File: config.mk
export PLATFORM = sky130hd
export DESIGN_NAME = mc_ctrl_flat
export DESIGN_NICKNAME = d
export VERILOG_FILES = /design/src/rtl/mc_ctrl_pkg.sv /design/src/rtl/mc_ctrl_if.sv /design/src/rtl/mc_decode.sv /design/src/rtl/mc_ctrl.sv /design/src/flat_wrapper.sv
export SDC_FILE = /design/constraint.sdc
export NUM_CORES = 1
export LEC_CHECK = 0
export CAP_MARGIN = 20
export CORE_AREA = 3 3 48 50
export DETAILED_ROUTE_END_ITERATION = 16
export DIE_AREA = 0 0 51 53
export PLACE_DENSITY = 0.76
export SYNTH_ARGS = -nofsm -noshare
export SYNTH_HDL_FRONTEND = slang
export SYNTH_SLANG_ARGS = --single-unit
File: constraint.sdc
create_clock -name clk -period 2.5 [get_ports clk]
set_clock_uncertainty 0.2 [all_clocks]
set_input_delay 0.625 -clock clk [delete_from_list [all_inputs] [get_ports clk]]
set_output_delay 0.625 -clock clk [all_outputs]
set_load 0.005 [all_outputs]
File: src/rtl/mc_ctrl_pkg.sv
// Shared codes for the multi-cycle MIPS main controller: control-field
// encodings, Op/Funct constants, FSM states and decoded instruction classes.
package mc_ctrl_pkg;

  // Immediate extender modes
  localparam logic [1:0] EXT_UNSIGNED = 2'b00;
  localparam logic [1:0] EXT_SIGNED   = 2'b01;
  localparam logic [1:0] EXT_POS_H    = 2'b10;

  // ALU operations
  localparam logic [2:0] ALU_ADD    = 3'b000;
  localparam logic [2:0] ALU_SUB    = 3'b001;
  localparam logic [2:0] ALU_OR     = 3'b010;
  localparam logic [2:0] ALU_SLT    = 3'b011;
  localparam logic [2:0] ALU_PASS_B = 3'b100;

  // Next-PC source
  localparam logic [1:0] NPC_PC4 = 2'b00;
  localparam logic [1:0] NPC_BR  = 2'b01;
  localparam logic [1:0] NPC_J   = 2'b10;
  localparam logic [1:0] NPC_RS  = 2'b11;

  // Register-file write data source
  localparam logic [1:0] WD_ALU = 2'b00;
  localparam logic [1:0] WD_MDR = 2'b01;
  localparam logic [1:0] WD_PC  = 2'b10;

  // Register-file destination
  localparam logic [1:0] RD_RT  = 2'b00;
  localparam logic [1:0] RD_RD  = 2'b01;
  localparam logic [1:0] RD_R31 = 2'b10;

  // Opcodes
  localparam logic [5:0] OP_RTYPE = 6'h00;
  localparam logic [5:0] OP_J     = 6'h02;
  localparam logic [5:0] OP_JAL   = 6'h03;
  localparam logic [5:0] OP_BEQ   = 6'h04;
  localparam logic [5:0] OP_ADDIU = 6'h09;
  localparam logic [5:0] OP_ORI   = 6'h0D;
  localparam logic [5:0] OP_LUI   = 6'h0F;
  localparam logic [5:0] OP_LW    = 6'h23;
  localparam logic [5:0] OP_SW    = 6'h2B;

  // R-type function codes
  localparam logic [5:0] FN_JR   = 6'h08;
  localparam logic [5:0] FN_ADDU = 6'h21;
  localparam logic [5:0] FN_SUBU = 6'h23;
  localparam logic [5:0] FN_SLT  = 6'h2A;

  typedef enum logic [2:0] {
    S_IF  = 3'd0,
    S_ID  = 3'd1,
    S_EXE = 3'd2,
    S_MEM = 3'd3,
    S_WB  = 3'd4
  } state_e;

  typedef enum logic [3:0] {
    C_RTYPE = 4'd0,
    C_JR    = 4'd1,
    C_IMM   = 4'd2,
    C_LW    = 4'd3,
    C_SW    = 4'd4,
    C_BEQ   = 4'd5,
    C_J     = 4'd6,
    C_JAL   = 4'd7,
    C_ILL   = 4'd8
  } iclass_e;

endpackage

File: src/rtl/mc_ctrl_if.sv
// Controller <-> datapath bundle: IR fields and Zero flag towards the
// controller, control strobes and selects back to the datapath.
interface mc_ctrl_if;
  logic [5:0] Op;
  logic [5:0] Funct;
  logic       Zero;
  logic       PCWr;
  logic       IRWr;
  logic       RegWr;
  logic       MemWr;
  logic [1:0] EXTSel;
  logic [2:0] ALUOp;
  logic       ALUSrcB;
  logic [1:0] RegDst;
  logic [1:0] WDSel;
  logic [1:0] NPCSel;
  logic       Illegal;

  // Datapath side
  modport master (
    output Op, Funct, Zero,
    input  PCWr, IRWr, RegWr, MemWr, EXTSel, ALUOp, ALUSrcB,
           RegDst, WDSel, NPCSel, Illegal
  );

  // Controller side
  modport slave (
    input  Op, Funct, Zero,
    output PCWr, IRWr, RegWr, MemWr, EXTSel, ALUOp, ALUSrcB,
           RegDst, WDSel, NPCSel, Illegal
  );
endinterface

File: src/rtl/mc_decode.sv
// Combinational instruction decode: Op/Funct to instruction class plus the
// state-independent controls (extender mode, ALU operation, ALU B source).
module mc_decode
  import mc_ctrl_pkg::*;
(
  input  logic [5:0] op_i,
  input  logic [5:0] funct_i,
  output iclass_e    iclass_o,
  output logic [1:0] extsel_o,
  output logic [2:0] aluop_o,
  output logic       alusrcb_o
);

  // Unsupported encodings fall out as C_ILL with sign extension and ADD
  always_comb begin
    iclass_o  = C_ILL;
    extsel_o  = EXT_SIGNED;
    aluop_o   = ALU_ADD;
    alusrcb_o = 1'b0;
    case (op_i)
      OP_RTYPE: begin
        case (funct_i)
          FN_ADDU: iclass_o = C_RTYPE;
          FN_SUBU: begin iclass_o = C_RTYPE; aluop_o = ALU_SUB; end
          FN_SLT:  begin iclass_o = C_RTYPE; aluop_o = ALU_SLT; end
          FN_JR:   iclass_o = C_JR;
          default: iclass_o = C_ILL;
        endcase
      end
      OP_ORI:   begin iclass_o = C_IMM; extsel_o = EXT_UNSIGNED; aluop_o = ALU_OR; alusrcb_o = 1'b1; end
      OP_LUI:   begin iclass_o = C_IMM; extsel_o = EXT_POS_H; aluop_o = ALU_PASS_B; alusrcb_o = 1'b1; end
      OP_ADDIU: begin iclass_o = C_IMM; alusrcb_o = 1'b1; end
      OP_LW:    begin iclass_o = C_LW;  alusrcb_o = 1'b1; end
      OP_SW:    begin iclass_o = C_SW;  alusrcb_o = 1'b1; end
      OP_BEQ:   begin iclass_o = C_BEQ; aluop_o = ALU_SUB; end
      OP_J:     iclass_o = C_J;
      OP_JAL:   iclass_o = C_JAL;
      default:  iclass_o = C_ILL;
    endcase
  end

endmodule

File: src/rtl/mc_ctrl.sv
// Multi-cycle MIPS main controller: IF/ID/EXE/MEM/WB sequencer with a
// wait counter that stretches IF and MEM by MEM_WAIT cycles.
module mc_ctrl
  import mc_ctrl_pkg::*;
#(
  parameter int unsigned MEM_WAIT = 0
) (
  input  logic       clk,
  input  logic       rst,
  mc_ctrl_if.slave   bus
);

  localparam logic [3:0] WAIT_MAX = 4'(MEM_WAIT);

  state_e     state_q, state_d;
  logic [3:0] cnt_q, cnt_d;
  iclass_e    iclass;
  logic       wait_done;
  logic       pcwr, irwr, regwr, memwr, illegal;
  logic [1:0] npcsel, regdst, wdsel;

  mc_decode u_decode (
    .op_i      (bus.Op),
    .funct_i   (bus.Funct),
    .iclass_o  (iclass),
    .extsel_o  (bus.EXTSel),
    .aluop_o   (bus.ALUOp),
    .alusrcb_o (bus.ALUSrcB)
  );

  assign wait_done = (cnt_q == WAIT_MAX);

  // State and wait-counter registers
  always_ff @(posedge clk) begin
    if (rst) begin
      state_q <= S_IF;
      cnt_q   <= '0;
    end else begin
      state_q <= state_d;
      cnt_q   <= cnt_d;
    end
  end

  // Next state and Moore control outputs; counter clears whenever it is not counting
  always_comb begin
    state_d = state_q;
    cnt_d   = '0;
    pcwr    = 1'b0;
    irwr    = 1'b0;
    regwr   = 1'b0;
    memwr   = 1'b0;
    illegal = 1'b0;
    npcsel  = NPC_PC4;
    regdst  = (iclass == C_RTYPE) ? RD_RD  : (iclass == C_JAL) ? RD_R31 : RD_RT;
    wdsel   = (iclass == C_LW)    ? WD_MDR : (iclass == C_JAL) ? WD_PC  : WD_ALU;
    case (state_q)
      S_IF: begin
        if (wait_done) begin
          pcwr    = 1'b1;
          irwr    = 1'b1;
          state_d = S_ID;
        end else begin
          cnt_d = cnt_q + 4'd1;
        end
      end
      S_ID: begin
        case (iclass)
          C_J:     begin pcwr = 1'b1; npcsel = NPC_J; state_d = S_IF; end
          C_JAL:   begin pcwr = 1'b1; regwr = 1'b1; npcsel = NPC_J; state_d = S_IF; end
          C_JR:    begin pcwr = 1'b1; npcsel = NPC_RS; state_d = S_IF; end
          C_ILL:   begin illegal = 1'b1; state_d = S_IF; end
          default: state_d = S_EXE;
        endcase
      end
      S_EXE: begin
        case (iclass)
          C_BEQ:      begin pcwr = bus.Zero; npcsel = NPC_BR; state_d = S_IF; end
          C_LW, C_SW: state_d = S_MEM;
          default:    state_d = S_WB;
        endcase
      end
      S_MEM: begin
        if (wait_done) begin
          if (iclass == C_SW) begin
            memwr   = 1'b1;
            state_d = S_IF;
          end else begin
            state_d = S_WB;
          end
        end else begin
          cnt_d = cnt_q + 4'd1;
        end
      end
      S_WB: begin
        regwr   = 1'b1;
        state_d = S_IF;
      end
      default: state_d = S_IF;
    endcase
  end

  // Write enables and Illegal are forced low in any cycle rst is asserted
  assign bus.PCWr    = pcwr    & ~rst;
  assign bus.IRWr    = irwr    & ~rst;
  assign bus.RegWr   = regwr   & ~rst;
  assign bus.MemWr   = memwr   & ~rst;
  assign bus.Illegal = illegal & ~rst;
  assign bus.NPCSel  = npcsel;
  assign bus.RegDst  = regdst;
  assign bus.WDSel   = wdsel;

endmodule

File: src/flat_wrapper.sv
// flat-port wrapper written by rule: the top's interface ports become plain ports
module mc_ctrl_flat import mc_ctrl_pkg::*;
#(
  parameter int unsigned MEM_WAIT = 0
)
  (clk, rst, bus_Op, bus_Funct, bus_Zero, bus_PCWr, bus_IRWr, bus_RegWr, bus_MemWr, bus_EXTSel, bus_ALUOp, bus_ALUSrcB, bus_RegDst, bus_WDSel, bus_NPCSel, bus_Illegal);
  mc_ctrl_if bus_i ();
  input  logic clk;
  input  logic rst;
  input wire logic [$bits(bus_i.Op)-1:0] bus_Op;
  input wire logic [$bits(bus_i.Funct)-1:0] bus_Funct;
  input wire logic [$bits(bus_i.Zero)-1:0] bus_Zero;
  output wire logic [$bits(bus_i.PCWr)-1:0] bus_PCWr;
  output wire logic [$bits(bus_i.IRWr)-1:0] bus_IRWr;
  output wire logic [$bits(bus_i.RegWr)-1:0] bus_RegWr;
  output wire logic [$bits(bus_i.MemWr)-1:0] bus_MemWr;
  output wire logic [$bits(bus_i.EXTSel)-1:0] bus_EXTSel;
  output wire logic [$bits(bus_i.ALUOp)-1:0] bus_ALUOp;
  output wire logic [$bits(bus_i.ALUSrcB)-1:0] bus_ALUSrcB;
  output wire logic [$bits(bus_i.RegDst)-1:0] bus_RegDst;
  output wire logic [$bits(bus_i.WDSel)-1:0] bus_WDSel;
  output wire logic [$bits(bus_i.NPCSel)-1:0] bus_NPCSel;
  output wire logic [$bits(bus_i.Illegal)-1:0] bus_Illegal;
  assign bus_i.Op = bus_Op;
  assign bus_i.Funct = bus_Funct;
  assign bus_i.Zero = bus_Zero;
  assign bus_PCWr = bus_i.PCWr;
  assign bus_IRWr = bus_i.IRWr;
  assign bus_RegWr = bus_i.RegWr;
  assign bus_MemWr = bus_i.MemWr;
  assign bus_EXTSel = bus_i.EXTSel;
  assign bus_ALUOp = bus_i.ALUOp;
  assign bus_ALUSrcB = bus_i.ALUSrcB;
  assign bus_RegDst = bus_i.RegDst;
  assign bus_WDSel = bus_i.WDSel;
  assign bus_NPCSel = bus_i.NPCSel;
  assign bus_Illegal = bus_i.Illegal;
  mc_ctrl #(.MEM_WAIT(MEM_WAIT)) u_core (.clk(clk), .rst(rst), .bus(bus_i));
endmodule
==> reports/metrics.cfg <==
[clock_network]
cts.sinks = 7
htree_levels = 1
clk_latency_ns = 0.27
clockBufferDepth = 2
cts_made_buffers = 3
clk_pin_slew_ns = 0.05
cts_tree = yes
clockRootBuffer = clkbuf_4

[global_route]
antenna_found_initial = 0
grt.overflow.total = 0
grtUsageTotal = 0.261
grt_pass1_vias = 1226
grt_pass1_wl_mm = 5.18
grt_max_degree = 12

[die]
die_w_microns = 51
core_area_sq_mm = 0.00194
ios = 32
dieHeight_microns = 53
start_util = 0.419
die-area_sq_mm = 0.00270
std_cell_rows = 16

[worst_setup_path]
cp_data_arrival_time_ns = 1.84
cp-start-kind = primary input
cp_cell_sequence = buf_8, nor4b_4, a21oi_2, o41ai_4, nand3b_1, a21oi_2, buf_2
path_class = in -> out
path_max_fanout = 2
cpPeakStageDelay_ns = 0.34
cpMaxStageDelayCell = nor4b_4
path_common_cell = a21oi_2
end_kind = output pin
worstPathRequired_ns = 1.67

[synthesis]
synth_compound_area_frac = 0.171
synth_simple_gate_area_frac = 0.465
synth_top_area_cell = dfxtp_1
synth_area_per_cell_sq_um = 7.46
ys_warn_count = 0
synth_fp_nets = 126
synth_commonest_cells = 17 x nor2_1, 7 x a21oi_1, 7 x dfxtp_1, 7 x nor3_1
async_reset_ff_frac = 0
synth_most_common_cell = nor2_1
synth.top_cell.area_share = 0.172
muxShareOfSynthArea = 0.0246
synth_xor_area_frac = 0.0323
synth_area_leaders = dfxtp_1 17%, nor2_1 7.8%, a21oi_1 4.3%
seq_area_frac_synth = 0.172
synth-main-ff-cell = dfxtp_1
synth-edff-count = 0
synthAdderAreaFrac = 0.0308
synth_top_family_by_area = simple AND/OR/NAND/NOR gates
yosys_register_bits = 7
synthCells = 109
synth.distinct_cells = 42
synthesis.area_sq_um = 813

[drt]
drt_pre_antenna_iters = 4
drtIter0Drc = 45
route.detailed.wl_per_inst_microns = 18.1
drt-total-wl_mm = 3.92
remaining_drc_errors = 0
vias_per_cell = 5.63
antenna_left = 0
vias = 1221

[pwr]
internal_power_mw = 0.266
finalPower_mw = 0.405
cellPowerDensity_mw_per_mm2 = 240
net-switching-power_mw = 0.139
p_clk_frac = 0.280
comb_power_share = 0.437
ir_drop_uv = 243
power_switching_share = 0.343
power.leakage_nw = 0.782
power_frac_seq = 0.283

[hold_path]
min_path_type = reg -> reg

[timing]
setup_tns_ns = -0.792
hold_ws_ns = 0.322
max_freq_ghz = 0.375
final_hold_viol_count = 0
setup_viol = 7
final.min_clock_period_ns = 2.66
rsz0062_at_grt = true
setup_ws_ns = -0.164
fin_crit_sh = 1.07
drv_slew = 0
slew_headroom = 0.786
tightest_slew_ns = 0.321

[placed_design]
dp_hpwl_mm = 2.15
dpl_cell_area_sq_mm = 0.00138
dp.cells = 196
gp_congestion = 0.843
dp_slack_ns = -0.963
io_buffers = 31

[final_layout]
nNetsFinal = 208
postLayoutCoreUtil = 0.869
n_antenna_cell = 0
syn_to_final_growth_pct = 107
final_layout_size_suffix_gt1_frac = 0.658
fin_area_sq_mm = 0.00169
final_cells = 217

[run_status]
failed_checks = negative setup slack
outcome = finished with violations

[flow_run]
cap_violations = 0

## kinds of logic (layout without fill, tap and decap cells)
logic type      Yosys count  after routing
simple gates             61             61
compound gates           19             19
buf+inv                  15             96
flops                     7              7
xor+xnor                  3              3
fa+ha+maj                 2              2
mux                       2              2
## layer usage
layer	routed length (microns)	GRT usage	part of all wire
met4	152	0.170	0.039
met3	226	0.0338	0.058
met5	0	0	0
met2	2060	0.528	0.53
met1	1480	0.241	0.38
## state kept, by name (all words and copies together) (netlist names)
register,cells
u_core.cnt_q,4
u_core.state_q,3
## power groups by stage
stage	sequential, mW	clock [mW]	combinational, mW
floorplan	0.117	0	0.0554
global placement	0.117	0	0.127
detailed placement	0.117	0	0.131
CTS	0.115	0.111	0.147
global route	0.115	0.118	0.185
finish	0.115	0.113	0.177
## final cells by class
class                           instances  area (sq um)
Sequential cell                         7           143
Fill cell                             104           255
Tap cell                               27          33.8
Clock buffer                            4          26.3
Multi-Input combinational cell         87           791
Inverter                                6          22.5
Timing Repair Buffer                   86           671
## cells in the final DEF (no fill, tap or decap), types with 2 or more instances in the layout
| master | n |
|---|---|
| a21oi_1 | 2 |
| a21oi_2 | 3 |
| a21oi_4 | 2 |
| and2_1 | 2 |
| and3_1 | 3 |
| and3_4 | 2 |
| buf_2 | 13 |
| buf_4 | 48 |
| buf_6 | 10 |
| buf_8 | 4 |
| clkbuf_2 | 6 |
| clkbuf_4 | 5 |
| dfxtp_1 | 5 |
| dfxtp_2 | 2 |
| dlygate4sd2_1 | 2 |
| inv_1 | 4 |
| inv_2 | 2 |
| mux2i_1 | 2 |
| nand2_1 | 6 |
| nand2b_1 | 3 |
| nand3_1 | 2 |
| nand3b_1 | 3 |
| nand4b_1 | 2 |
| nor2_1 | 10 |
| nor2_2 | 5 |
| nor2_4 | 2 |
| nor3_1 | 4 |
| nor3_2 | 2 |
| nor4_4 | 2 |
| or3b_4 | 2 |
| xor2_1 | 2 |
## critical path, delay by kind of cell
family | cells | cell delay, ns
compound gates | 3 | 0.50
buf+inv | 2 | 0.22
simple gates | 2 | 0.49
## worst paths after layout
path / startpoint / endpoint / slack (ns) / depth (start not counted)
max: bus_Funct[0] / bus_NPCSel[0] / -0.16 / 7
min: u_core.cnt_q[3] / u_core.cnt_q[3] / 0.32 / 2
max reg2reg: u_core.cnt_q[1] / u_core.state_q[1] / 0.53 / 8
min reg2reg: u_core.cnt_q[3] / u_core.cnt_q[3] / 0.32 / 2
## what timing repair did
action,CTS,global route
resized for setup,140,38
hold buffers,0,0
pin swaps,26,24
setup buffers,13,6
endpoints found under the setup margin,17,14
Note: power is estimated with default switching activity, not from simulation.
